`src/rtl/x_in_conditioner_if.sv`:
```
// Signal bundle between the raw-input conditioner and its environment:
// raw level and clear in, conditioned level, edge pulses and debug out.
interface x_in_conditioner_if #(
  parameter int GLITCH_W = 8
);
  logic                raw_in;
  logic                glitch_clr;
  logic                x_clean;
  logic                x_rise;
  logic                x_fall;
  logic [GLITCH_W-1:0] glitch_cnt;
  logic [1:0]          state_dbg;

  modport master (
    output raw_in, glitch_clr,
    input  x_clean, x_rise, x_fall, glitch_cnt, state_dbg
  );

  modport slave (
    input  raw_in, glitch_clr,
    output x_clean, x_rise, x_fall, glitch_cnt, state_dbg
  );
endinterface

```
`src/rtl/x_in_conditioner.sv`:
```
// Debounces an asynchronous raw level into x_clean for the downstream T-FF
// state machine, with registered edge pulses and a saturating glitch counter.
module x_in_conditioner #(
  parameter int DEBOUNCE = 4,
  parameter int GLITCH_W = 8
) (
  input logic          clock,
  input logic          reset,
  x_in_conditioner_if.slave bus
);
  typedef enum logic [1:0] {
    STABLE_LO = 2'b00,
    PEND_HI   = 2'b01,
    PEND_LO   = 2'b10,
    STABLE_HI = 2'b11
  } state_t;

  localparam logic [7:0]          CNT_LAST = 8'(DEBOUNCE - 1);
  localparam logic [GLITCH_W-1:0] GMAX     = '1;
  localparam logic [GLITCH_W-1:0] GONE     = {{(GLITCH_W-1){1'b0}}, 1'b1};

  logic                s1, s2;
  state_t              state, state_n;
  logic [7:0]          cnt, cnt_n;
  logic                clean, clean_n;
  logic                rise, rise_n;
  logic                fall, fall_n;
  logic                glitch_inc;
  logic [GLITCH_W-1:0] gcnt, gcnt_n;

  // two-flop synchronizer; only s2 is seen by the FSM
  always_ff @(posedge clock or negedge reset) begin
    if (!reset) begin
      s1 <= 1'b0;
      s2 <= 1'b0;
    end else begin
      s1 <= bus.raw_in;
      s2 <= s1;
    end
  end

  always_ff @(posedge clock or negedge reset) begin
    if (!reset) begin
      state <= STABLE_LO;
      cnt   <= '0;
      clean <= 1'b0;
      rise  <= 1'b0;
      fall  <= 1'b0;
      gcnt  <= '0;
    end else begin
      state <= state_n;
      cnt   <= cnt_n;
      clean <= clean_n;
      rise  <= rise_n;
      fall  <= fall_n;
      gcnt  <= gcnt_n;
    end
  end

  // cnt holds how many consecutive samples of the new level have been seen
  always_comb begin
    state_n    = state;
    cnt_n      = cnt;
    clean_n    = clean;
    rise_n     = 1'b0;
    fall_n     = 1'b0;
    glitch_inc = 1'b0;
    case (state)
      STABLE_LO: if (s2) begin
        state_n = PEND_HI;
        cnt_n   = 8'd1;
      end
      PEND_HI: begin
        if (!s2) begin
          state_n    = STABLE_LO;
          cnt_n      = '0;
          glitch_inc = 1'b1;
        end else if (cnt == CNT_LAST) begin
          state_n = STABLE_HI;
          cnt_n   = '0;
          clean_n = 1'b1;
          rise_n  = 1'b1;
        end else begin
          cnt_n = cnt + 8'd1;
        end
      end
      STABLE_HI: if (!s2) begin
        state_n = PEND_LO;
        cnt_n   = 8'd1;
      end
      PEND_LO: begin
        if (s2) begin
          state_n    = STABLE_HI;
          cnt_n      = '0;
          glitch_inc = 1'b1;
        end else if (cnt == CNT_LAST) begin
          state_n = STABLE_LO;
          cnt_n   = '0;
          clean_n = 1'b0;
          fall_n  = 1'b1;
        end else begin
          cnt_n = cnt + 8'd1;
        end
      end
      default: begin
        state_n = STABLE_LO;
        cnt_n   = '0;
        clean_n = 1'b0;
      end
    endcase
  end

  // clear has priority over a same-cycle abort
  always_comb begin
    gcnt_n = gcnt;
    if (bus.glitch_clr)
      gcnt_n = '0;
    else if (glitch_inc && gcnt != GMAX)
      gcnt_n = gcnt + GONE;
  end

  assign bus.x_clean    = clean;
  assign bus.x_rise     = rise;
  assign bus.x_fall     = fall;
  assign bus.glitch_cnt = gcnt;
  assign bus.state_dbg  = state;
endmodule

```
`src/flat_wrapper.sv`:
```
// flat-port wrapper written by rule: the top's interface ports become plain ports
module x_in_conditioner_flat 
#(
  parameter int DEBOUNCE = 4,
  parameter int GLITCH_W = 8
)
  (clock, reset, bus_raw_in, bus_glitch_clr, bus_x_clean, bus_x_rise, bus_x_fall, bus_glitch_cnt, bus_state_dbg);
  x_in_conditioner_if #(.GLITCH_W(GLITCH_W)) bus_i ();
  input logic clock;
  input logic reset;
  input wire logic [$bits(bus_i.raw_in)-1:0] bus_raw_in;
  input wire logic [$bits(bus_i.glitch_clr)-1:0] bus_glitch_clr;
  output wire logic [$bits(bus_i.x_clean)-1:0] bus_x_clean;
  output wire logic [$bits(bus_i.x_rise)-1:0] bus_x_rise;
  output wire logic [$bits(bus_i.x_fall)-1:0] bus_x_fall;
  output wire logic [$bits(bus_i.glitch_cnt)-1:0] bus_glitch_cnt;
  output wire logic [$bits(bus_i.state_dbg)-1:0] bus_state_dbg;
  assign bus_i.raw_in = bus_raw_in;
  assign bus_i.glitch_clr = bus_glitch_clr;
  assign bus_x_clean = bus_i.x_clean;
  assign bus_x_rise = bus_i.x_rise;
  assign bus_x_fall = bus_i.x_fall;
  assign bus_glitch_cnt = bus_i.glitch_cnt;
  assign bus_state_dbg = bus_i.state_dbg;
  x_in_conditioner #(.DEBOUNCE(DEBOUNCE), .GLITCH_W(GLITCH_W)) u_core (.clock(clock), .reset(reset), .bus(bus_i));
endmodule
```
`config.mk`:
```
export PLATFORM = sky130hd
export DESIGN_NAME = x_in_conditioner_flat
export DESIGN_NICKNAME = d
export VERILOG_FILES = /design/src/rtl/x_in_conditioner_if.sv /design/src/rtl/x_in_conditioner.sv /design/src/flat_wrapper.sv
export SDC_FILE = /design/constraint.sdc
export NUM_CORES = 1
export LEC_CHECK = 0
export ABC_AREA = 1
export BUFFER_PORTS_ARGS = -buffer_cell sky130_fd_sc_hd__buf_2
export CORE_MARGIN = 2
export CORE_UTILIZATION = 50
export CTS_CLUSTER_DIAMETER = 100
export DETAILED_ROUTE_END_ITERATION = 16
export PLACE_DENSITY = 0.7
export SETUP_SLACK_MARGIN = 0.3
export SLEW_MARGIN = 20
export SYNTH_ARGS = -nofsm -noshare
export SYNTH_HDL_FRONTEND = slang
export SYNTH_SLANG_ARGS = --single-unit
```
`constraint.sdc`:
```
create_clock -name clock -period 1.4 [get_ports clock]
set_clock_uncertainty 0.05 [all_clocks]
set_input_delay 0.14 -clock clock [delete_from_list [all_inputs] [get_ports clock]]
set_output_delay 0.14 -clock clock [all_outputs]
set_load 0.1 [all_outputs]
```
# ---- Yosys cells after proc, flatten, opt, wreduce, memory -nomap -nowiden
# Index checks and enable logic that the tools add are counted.
dict set report totals {
  in_bits 4
  out_inout_bits 13
  regBits 23
  word_cells 58
}
dict set report classes {
  n_addsub 2
  eq_ne 13
  mux 28
  reduce_logical 7
}
# cell count
set ops {}
lappend ops {{$mux 8} 7}
lappend ops {{$pmux 8 s4} 1}
lappend ops {{$add 8x1->8 const B} 2}
lappend ops {{$mux 2} 6}
lappend ops {{$mux 1} 11}
lappend ops {{$eq 8x2->1 const B} 1}
lappend ops {{$ne 2x1->1 const B} 4}
lappend ops {{$ne 8x8->1 const B} 1}
lappend ops {{$pmux 2 s4} 1}
lappend ops {{$reduce_and 5->1} 1}
lappend ops {{$eq 2x2->1 const B} 2}
lappend ops {{$ne 2x2->1 const B} 2}
lappend ops {{$pmux 1 s2} 2}
lappend ops {{$reduce_and 4->1} 1}
lappend ops {{$reduce_bool 2->1} 2}
lappend ops {{$ne 3x1->1 const B} 1}
lappend ops {{$ne 3x3->1 const B} 1}
lappend ops {{$eq 2x1->1 const B} 1}
lappend ops {{$logic_not 2->1} 1}
lappend ops {{$reduce_and 2->1} 1}
lappend ops {{$logic_and 1x1->1} 1}

# ---- Logic depth before layout (Yosys ltp)
# Gate-level depths: netlist of the first run.
dict set report logic_depth {
  depth_word 5
  depth_mapped 10
  ltp_nobuf 10
}

# ---- Worst setup path before layout of the first run
# Ideal clock, no wire load.
dict set report synth_timing {
  kind {register to register}
  start {register u_core.state[0] (netlist: u_core.bus.state_dbg[0])}
  end {register u_core.clean (netlist: u_core.bus.x_clean)}
  period_less_slack_ns 2.039
  n_path_buf 0
  path_slack_ns -0.639
  setup_time_ns 0.122
  t_required_ns 1.228
  stages_incl_launch_ff 11
  arrival_time_ns 1.867
  path_cell_list {dfrtp_1 > inv_1 > ha_1 > inv_1 > nand2_1 > nand2_1 > nand3_1 > nand2_1 > nand2_1 > nand2_1 > nand2_1}
}
dict set report synth_via {
  elab_chain_cells 3
  word_cells_on_any_way 9
  classes_between {6 x eq/ne; 1 x mux; 2 x reduce/logical}
}
# item line_no
set synth_lines {}
lappend synth_lines {{from (decl)} x_in_conditioner.sv:23} ;# state_t state, state_n;
lappend synth_lines {{from (signal assigned)} x_in_conditioner.sv:51} ;# state <= state_n;
lappend synth_lines {{$eq 2x2->1 or $eq 2x1->1 (tied branches)} x_in_conditioner.sv:68} ;# case (state)
lappend synth_lines {{$ne 2x2->1 (no line), or another cell as far along} --}
lappend synth_lines {{$reduce_and 5->1 (no line)} --}
lappend synth_lines {{to (signal assigned)} x_in_conditioner.sv:53} ;# clean <= clean_n;
lappend synth_lines {{to (decl)} x_in_conditioner.sv:25} ;# logic clean, clean_n;
# Several ways; a longest one is shown, not always the timed one.
# A chain may end at the register's enable or synchronous reset.

# ---- Final worst setup path of the first run
dict set report layout_timing {
  start {register u_core.state[1] (netlist: u_core.bus.state_dbg[1])}
  end {register u_core.gcnt[2] (netlist: u_core.bus.glitch_cnt[2])}
}
dict set report layout_via {
  elab_chain_cells 4
  word_cells_on_any_way 5
  classes_between {2 x eq/ne; 1 x mux; 2 x reduce/logical}
}
# item line_no
set layout_lines {}
lappend layout_lines {{$eq 2x2->1 or $eq 2x1->1 (tied branches)} x_in_conditioner.sv:68}
lappend layout_lines {{$pmux 1 s2 *} x_in_conditioner.sv:68}
lappend layout_lines {{$logic_and 1x1->1 *} x_in_conditioner.sv:118} ;# else if (glitch_inc && gcnt != GMAX)
lappend layout_lines {{$reduce_bool 2->1 (no line) *} --}
lappend layout_lines {{to (signal assigned)} x_in_conditioner.sv:56} ;# gcnt <= gcnt_n;
lappend layout_lines {{to (decl)} x_in_conditioner.sv:29} ;# logic [GLITCH_W-1:0] gcnt, gcnt_n;
# Mark *: on every way between the ends. The rest lies on a longest branch, timed or not.

==> results of run 1 <==
## power breakdown
| part | internal [mW] | switching (mW) |
|---|---|---|
| Combinational | 0.961 | 1.31 |
| Clock | 0.107 | 0.207 |
| Sequential | 0.786 | 0.132 |
## critical path: stages (launching register included)
cell and delay (ns):
dfrtp_4 0.54, inv_4 0.08, ha_4 0.13, inv_4 0.04, o21ai_4 0.19, nand2_4 0.10, nand2_4 0.09, inv_6 0.05
nand2_2 0.06, o21ai_2 0.05
## stage by stage
stage | worst slack, ns | util
floorplan | -0.158 | -
global placement | -0.0227 | 0.622
detailed placement | -0.0740 | 0.622
CTS | -0.0477 | 0.745
global route | -0.176 | 0.803
finish | -0.101 | 0.803
## synth_stat cells
cell	count	area [µm²]
inv_2	1	3.75
nor3_1	2	10.0
o21ai_1	5	25.0
nand3_1	17	85.1
nor2_2	2	12.5
nand3b_1	1	7.51
ha_1	6	75.1
inv_4	3	18.8
o21ai_2	2	17.5
nand2_2	4	25.0
nor2_4	1	11.3
nand2_4	3	33.8
inv_1	25	93.8
o21ai_0	3	15.0
or2_2	1	6.26
nand4_1	3	18.8
a21oi_1	2	10.0
buf_6	1	11.3
o21bai_1	2	15.0
dfrtp_1	23	576
nand2_1	54	203
xor2_1	4	35.0
nor2_1	18	67.6
## layout by cell type, fill, tap and decap left out, types with 2 or more instances in the layout
| cell type | netlist | layout |
|---|---|---|
| buf_2 | 0 | 3 |
| dfrtp_2 | 0 | 7 |
| nor2_1 | 18 | 10 |
| nand3_1 | 17 | 14 |
| nor3_1 | 2 | 2 |
| ha_4 | 0 | 5 |
| xor2_1 | 4 | 3 |
| inv_1 | 25 | 18 |
| inv_4 | 3 | 5 |
| dlygate4sd3_1 | 0 | 3 |
| clkbuf_4 | 0 | 3 |
| inv_2 | 1 | 4 |
| nand2_2 | 4 | 9 |
| inv_6 | 0 | 2 |
| nand3_2 | 0 | 2 |
| dfrtp_1 | 23 | 12 |
| nand2_4 | 3 | 9 |
| o21ai_1 | 5 | 7 |
| buf_12 | 0 | 13 |
| buf_4 | 0 | 17 |
| nor2_4 | 1 | 4 |
| nand4_1 | 3 | 3 |
| o21bai_1 | 2 | 2 |
| nand2_1 | 54 | 43 |
| o21ai_4 | 0 | 2 |
| buf_6 | 1 | 4 |
| dfrtp_4 | 0 | 4 |
| nor2_2 | 2 | 7 |
## flip-flops by register name, summed over array words and instances (netlist names)
register / cells
u_core.s2: 1
u_core.bus.glitch_cnt: 8
u_core.cnt: 8
u_core.bus.x_fall: 1
u_core.bus.x_clean: 1
u_core.s1: 1
u_core.bus.x_rise: 1
u_core.bus.state_dbg: 2
## per-layer routing
metal	vias up	part of all wire	wire, µm
li1	657	-	-
met1	604	0.44	1500
met2	15	0.51	1740
met3	5	0.029	97
met4	0	0.012	42
met5	-	0	0
## how the worst max path moves through the flow
stage	startpoint	endpoint	slack, ns	depth (start not counted)
after floorplan	u_core.bus.state_dbg[1]	u_core.bus.glitch_cnt[3]	-0.16	9
after global placement	u_core.bus.state_dbg[0]	u_core.bus.glitch_cnt[2]	-0.02	9
after detailed placement	u_core.bus.state_dbg[0]	u_core.bus.glitch_cnt[7]	-0.07	9
after CTS	u_core.bus.state_dbg[1]	u_core.bus.glitch_cnt[2]	-0.05	9
after global routing	u_core.bus.state_dbg[1]	u_core.bus.glitch_cnt[4]	-0.18	9
final	u_core.bus.state_dbg[1]	u_core.bus.glitch_cnt[2]	-0.10	9
## area by class of cell
cell class,instances,area [µm²],share of cell area
tap,31,38.8,0.0180
timing repair buffer,40,478,0.221
clock inverter,1,5.00,0.00232
clock buffer,3,22.5,0.0104
inverter,29,131,0.0609
sequential,23,599,0.278
multi-input combinational,130,883,0.409
## logic make-up after synthesis
group | Yosys count
adder cells (fa/ha/maj) | 6
AND/OR/NAND/NOR | 106
AO/OA/AOI/OAI | 14
buffers and inverters | 30
flip-flops | 23
XOR/XNOR | 4
## what timing repair did
action	in CTS	in global routing
pin swaps	5	12
setup buffers	5	2
endpoints found under the setup margin	34	34
resized for setup	61	42
endpoints found under the hold margin	25	0
hold buffers	3	0
cloned	0	0
==> impl_metrics.json, run 1 <==
{
  "drc": 0,
  "antenna_found_initial": 0,
  "dpl_cell_area_um2": 1670,
  "ir_drop_v": 0.00173,
  "synth_xor_area_frac": 0.0255,
  "antennaDiodeCount": 0,
  "numCtsBuffers": 3,
  "worstSetupEndpointType": "flop",
  "place_inst": 243,
  "final-max-slew-violation-count": 0,
  "postRouteAntennaNets": 0,
  "muxShareOfSynthArea": 0,
  "io_buffer_count": 16,
  "grt_start_max_net_pins": 24,
  "gr-usage-met2": 0.377,
  "cts.sink_count": 23,
  "dp_hpwl_um": 2190,
  "finalCriticalPeriod_ns": 1.50,
  "post_drt_wl_per_cell_um": 13.2,
  "crit_fanout": 7,
  "clk_latency_ns": 0.31,
  "fin_area_um2": 2160,
  "grt_pass1_wl_um": 5710,
  "die_y_um": 56.5,
  "cts_max_path_buffers": 2,
  "run_status": "finished with violations",
  "start_util": 0.512,
  "setup_violations": 20,
  "leakage_nw": 0.994,
  "slew_headroom": 0.651,
  "synthSimpleGateAreaFrac": 0.349,
  "cp.arrival_ns": 1.67,
  "worstMarginPinSlew_ns": 0.524,
  "crit_required_ns": 1.57,
  "setup_ws_ns": -0.101,
  "max-cap-violations": 0,
  "clk_pin_slew_ns": 0.13,
  "die_area_um2": 3190,
  "grtUsageTotal": 0.228,
  "layout-drive-gt1-share": 0.473,
  "syn_inst": 183,
  "synthToLayoutAreaGrowth_pct": 56.8,
  "grt_pass1_vias": 1307,
  "core-area_um2": 2690,
  "syn_nets": 193,
  "fin_tns_setup_ns": -1.20,
  "synth-seq-cells": 23,
  "drtPass1Iterations": 4,
  "reg2reg_slack_ns": -0.10,
  "fmax_ghz": 0.666,
  "synth_area_um2": 1380,
  "root_buffer": "clkbuf_4",
  "hold_viol_final": 0,
  "synth_top_family_by_area": "simple AND/OR/NAND/NOR gates",
  "synth-adder-area-share": 0.0545,
  "nNetsFinal": 237,
  "gp_congestion": 0.856,
  "met3_usage": 0.0300,
  "die-width_um": 56.5,
  "avgSynthCellArea_um2": 7.52,
  "ys_warn_count": 0,
  "row_count": 19,
  "powerDensity_nw_per_um2": 1620,
  "r2r_cells": 9,
  "final.fill_count": 159,
  "path_class": "reg -> reg",
  "drt_wl_total_um": 3380,
  "h-tree-depth": 1,
  "min_path_type": "in -> async",
  "gr-max-usage-layer": "met2",
  "use_met1": 0.312,
  "regToRegStartpoint": "u_core.bus.state_dbg[1]",
  "cts_tree": "yes",
  "seq_area_frac_synth": 0.418,
  "power_mw": 3.50,
  "ys_types": 23,
  "io_pins": 17,
  "violations": "negative setup slack",
  "min_period_over_period": 1.07,
  "r2r-end": "u_core.bus.glitch_cnt[2]",
  "final_cells": 257,
  "drt_iter0_drc": 44,
  "viasPerCell": 4.98,
  "grt_overflow_total": 0,
  "rsz0062_at_grt": "yes",
  "start_kind": "flop",
  "synth-compound-area-share": 0.0600,
  "hold-worst-slack_ns": 0.279,
  "vias": 1281
}
Power figures use the tool's default switching activity.
==> inputs of run 2 (changes only) <==
--- a/config.mk
+++ b/config.mk
@@ -7,7 +7,7 @@
 export LEC_CHECK = 0
 export ABC_AREA = 1
 export BUFFER_PORTS_ARGS = -buffer_cell sky130_fd_sc_hd__buf_2
-export CORE_MARGIN = 2
+export CORE_MARGIN = 1.5
 export CORE_UTILIZATION = 50
 export CTS_CLUSTER_DIAMETER = 100
 export DETAILED_ROUTE_END_ITERATION = 16
==> run 2 against run 1 <==
Effect of this change: the run still ends with negative setup slack left; via count rose by 5.5%; sequential power rose by 0.5%; fmax fell by 1.6%; cell count rose by 1.2%; global-route usage fell by 1.9 points; combinational power fell by 4%; routed wire length rose by 8.0%; non-clock buffer count rose by 4; cell area fell by 0.58%; total power fell by 1.9%; critical path type unchanged; largest cell class unchanged.
==> impl_metrics.json, run 2 (synthesized netlist as in run 1, its figures left out) <==
{
  "row_count": 18,
  "dp_hpwl_um": 2230,
  "final_common_cell": "nand2_1",
  "hold-worst-slack_ns": 0.252,
  "r2r-end": "u_core.bus.glitch_cnt[3]",
  "path_class": "reg -> reg",
  "final.fill_count": 148,
  "clk_pin_slew_ns": 0.14,
  "root_buffer": "clkbuf_4",
  "start_util": 0.541,
  "fin_tns_setup_ns": -1.24,
  "max_stage_delay_ns": 0.54,
  "die-width_um": 55.5,
  "numCtsBuffers": 3,
  "fin_area_um2": 2150,
  "final_cells": 260,
  "die_area_um2": 3080,
  "cts_max_path_buffers": 2,
  "io_buffer_count": 16,
  "p_int_mw": 1.82,
  "vias": 1352,
  "grtUsageTotal": 0.209,
  "powerDensity_nw_per_um2": 1600,
  "core-area_um2": 2540,
  "cp.arrival_ns": 1.70,
  "leakage_nw": 1.01,
  "pwr-share-seq": 0.269,
  "r2r_cells": 9,
  "setup_ws_ns": -0.125,
  "gp_congestion": 0.823,
  "synthToLayoutAreaGrowth_pct": 55.9,
  "drt_wl_total_um": 3650,
  "run_status": "finished with violations",
  "post_drt_wl_per_cell_um": 14.0,
  "clkPwrFrac": 0.095,
  "grt_overflow_total": 0,
  "antennaDiodeCount": 0,
  "place_inst": 242,
  "worstMarginPinSlew_ns": 0.510,
  "worstSetupEndpointType": "flop",
  "grt_pass1_wl_um": 5220,
  "antenna_found_initial": 0,
  "finalCriticalPeriod_ns": 1.52,
  "setup_violations": 20,
  "min_path_type": "in -> async",
  "grt_pass1_vias": 1259,
  "crit_fanout": 7,
  "cpMaxStageDelayCell": "dfrtp_4",
  "drtPass1Iterations": 4,
  "start_kind": "flop",
  "cts.sink_count": 23,
  "power_frac_comb": 0.637,
  "hold_viol_final": 0,
  "nNetsFinal": 241,
  "final-max-slew-violation-count": 0,
  "drt_iter0_drc": 34,
  "power_switching_mw": 1.61,
  "rsz0062_at_grt": "yes",
  "slew_headroom": 0.660,
  "h-tree-depth": 1,
  "fmax_ghz": 0.656,
  "layout-drive-gt1-share": 0.461,
  "die_y_um": 55.5,
  "dpl_cell_area_um2": 1690,
  "min_period_over_period": 1.09,
  "cts_tree": "yes",
  "max-cap-violations": 0,
  "postRouteAntennaNets": 0,
  "sw_frac_of_total": 0.470,
  "path_cells": "inv_4 > ha_4 > inv_4 > o21ai_4 > nand2_2 > nand2_4 > inv_6 > nand2_2 > o21ai_2",
  "ir_drop_v": 0.00198,
  "final_cell_mix": "43 x nand2_1, 21 x buf_4, 20 x inv_1",
  "violations": "negative setup slack",
  "grt_start_max_net_pins": 24,
  "regToRegStartpoint": "u_core.bus.state_dbg[1]",
  "crit_required_ns": 1.57,
  "reg2reg_slack_ns": -0.12,
  "clk_latency_ns": 0.32,
  "viasPerCell": 5.20,
  "io_pins": 17,
  "drc": 0
}
==> run 2: cell types whose count changed in the layout (fill, tap and decap cells not counted), sizes merged <==
cell / delta
buf: +4
==> run 2: final cells by class <==
cell class,instances,area (µm²),share of cell area
Clock buffer,3,22.5,0.0105
Tap cell,30,37.5,0.0175
Clock inverter,1,5.00,0.00233
Timing Repair Buffer,44,508,0.237
Multi-Input combinational cell,130,845,0.394
Sequential cell,23,599,0.279
Inverter,29,129,0.0601
==> run 2: stage by stage <==
step            util  power [mW]  setup WS (ns)
4_1_cts        0.778        3.18        -0.0519
6_report       0.843        3.43         -0.125
5_1_grt        0.843        3.61         -0.161
2_1_floorplan      -        2.04         -0.158
3_3_place_gp   0.662        2.54        -0.0303
3_5_place_dp   0.662        2.57        -0.0643
==> run 2: critical path: cells and delay by family, from the launching register on <==
family | cells | cell delay (ns)
flip-flops | 1 | 0.54
adder cells (fa/ha/maj) | 1 | 0.15
AND/OR/NAND/NOR | 3 | 0.28
buffers and inverters | 3 | 0.17
AO/OA/AOI/OAI | 2 | 0.23
==> run 2: how the worst max path moves through the flow <==
stage,from,to,cells past startpoint
floorplan,u_core.bus.state_dbg[1],u_core.bus.glitch_cnt[3],9
global placement,u_core.bus.state_dbg[0],u_core.cnt[3],6
detailed placement,u_core.bus.state_dbg[0],u_core.cnt[4],8
CTS,u_core.bus.state_dbg[1],u_core.cnt[7],6
global route,u_core.bus.state_dbg[1],u_core.bus.glitch_cnt[3],9
finish,u_core.bus.state_dbg[1],u_core.bus.glitch_cnt[3],9
==> run 2: repair_timing <==
action / CTS / global route
pin swaps: 10 / 13
hold buffers: 3 / 0
gates resized for setup: 54 / 32
setup endpoints to repair: 34 / 34
endpoints found under the hold margin: 25 / 0
setup buffers: 4 / 7
==> run 2: power groups by stage <==
stage                     logic, mW  clock network, mW  registers (mW)
final                          2.18              0.324           0.923
after global routing           2.33              0.348           0.932
after floorplan               0.712                  0            1.33
after global placement         1.65                  0           0.890
after CTS                      1.93              0.328           0.921
after detailed placement       1.68                  0           0.894
==> run 2: per-layer routing <==
layer  vias up  global-route usage  routed length (µm)
li1        664                   -                   -
met1       637               0.269                1590
met2        38               0.349                1840
met3        13              0.0258                 120
met4         0              0.0976                  96
met5         -                   0                   0
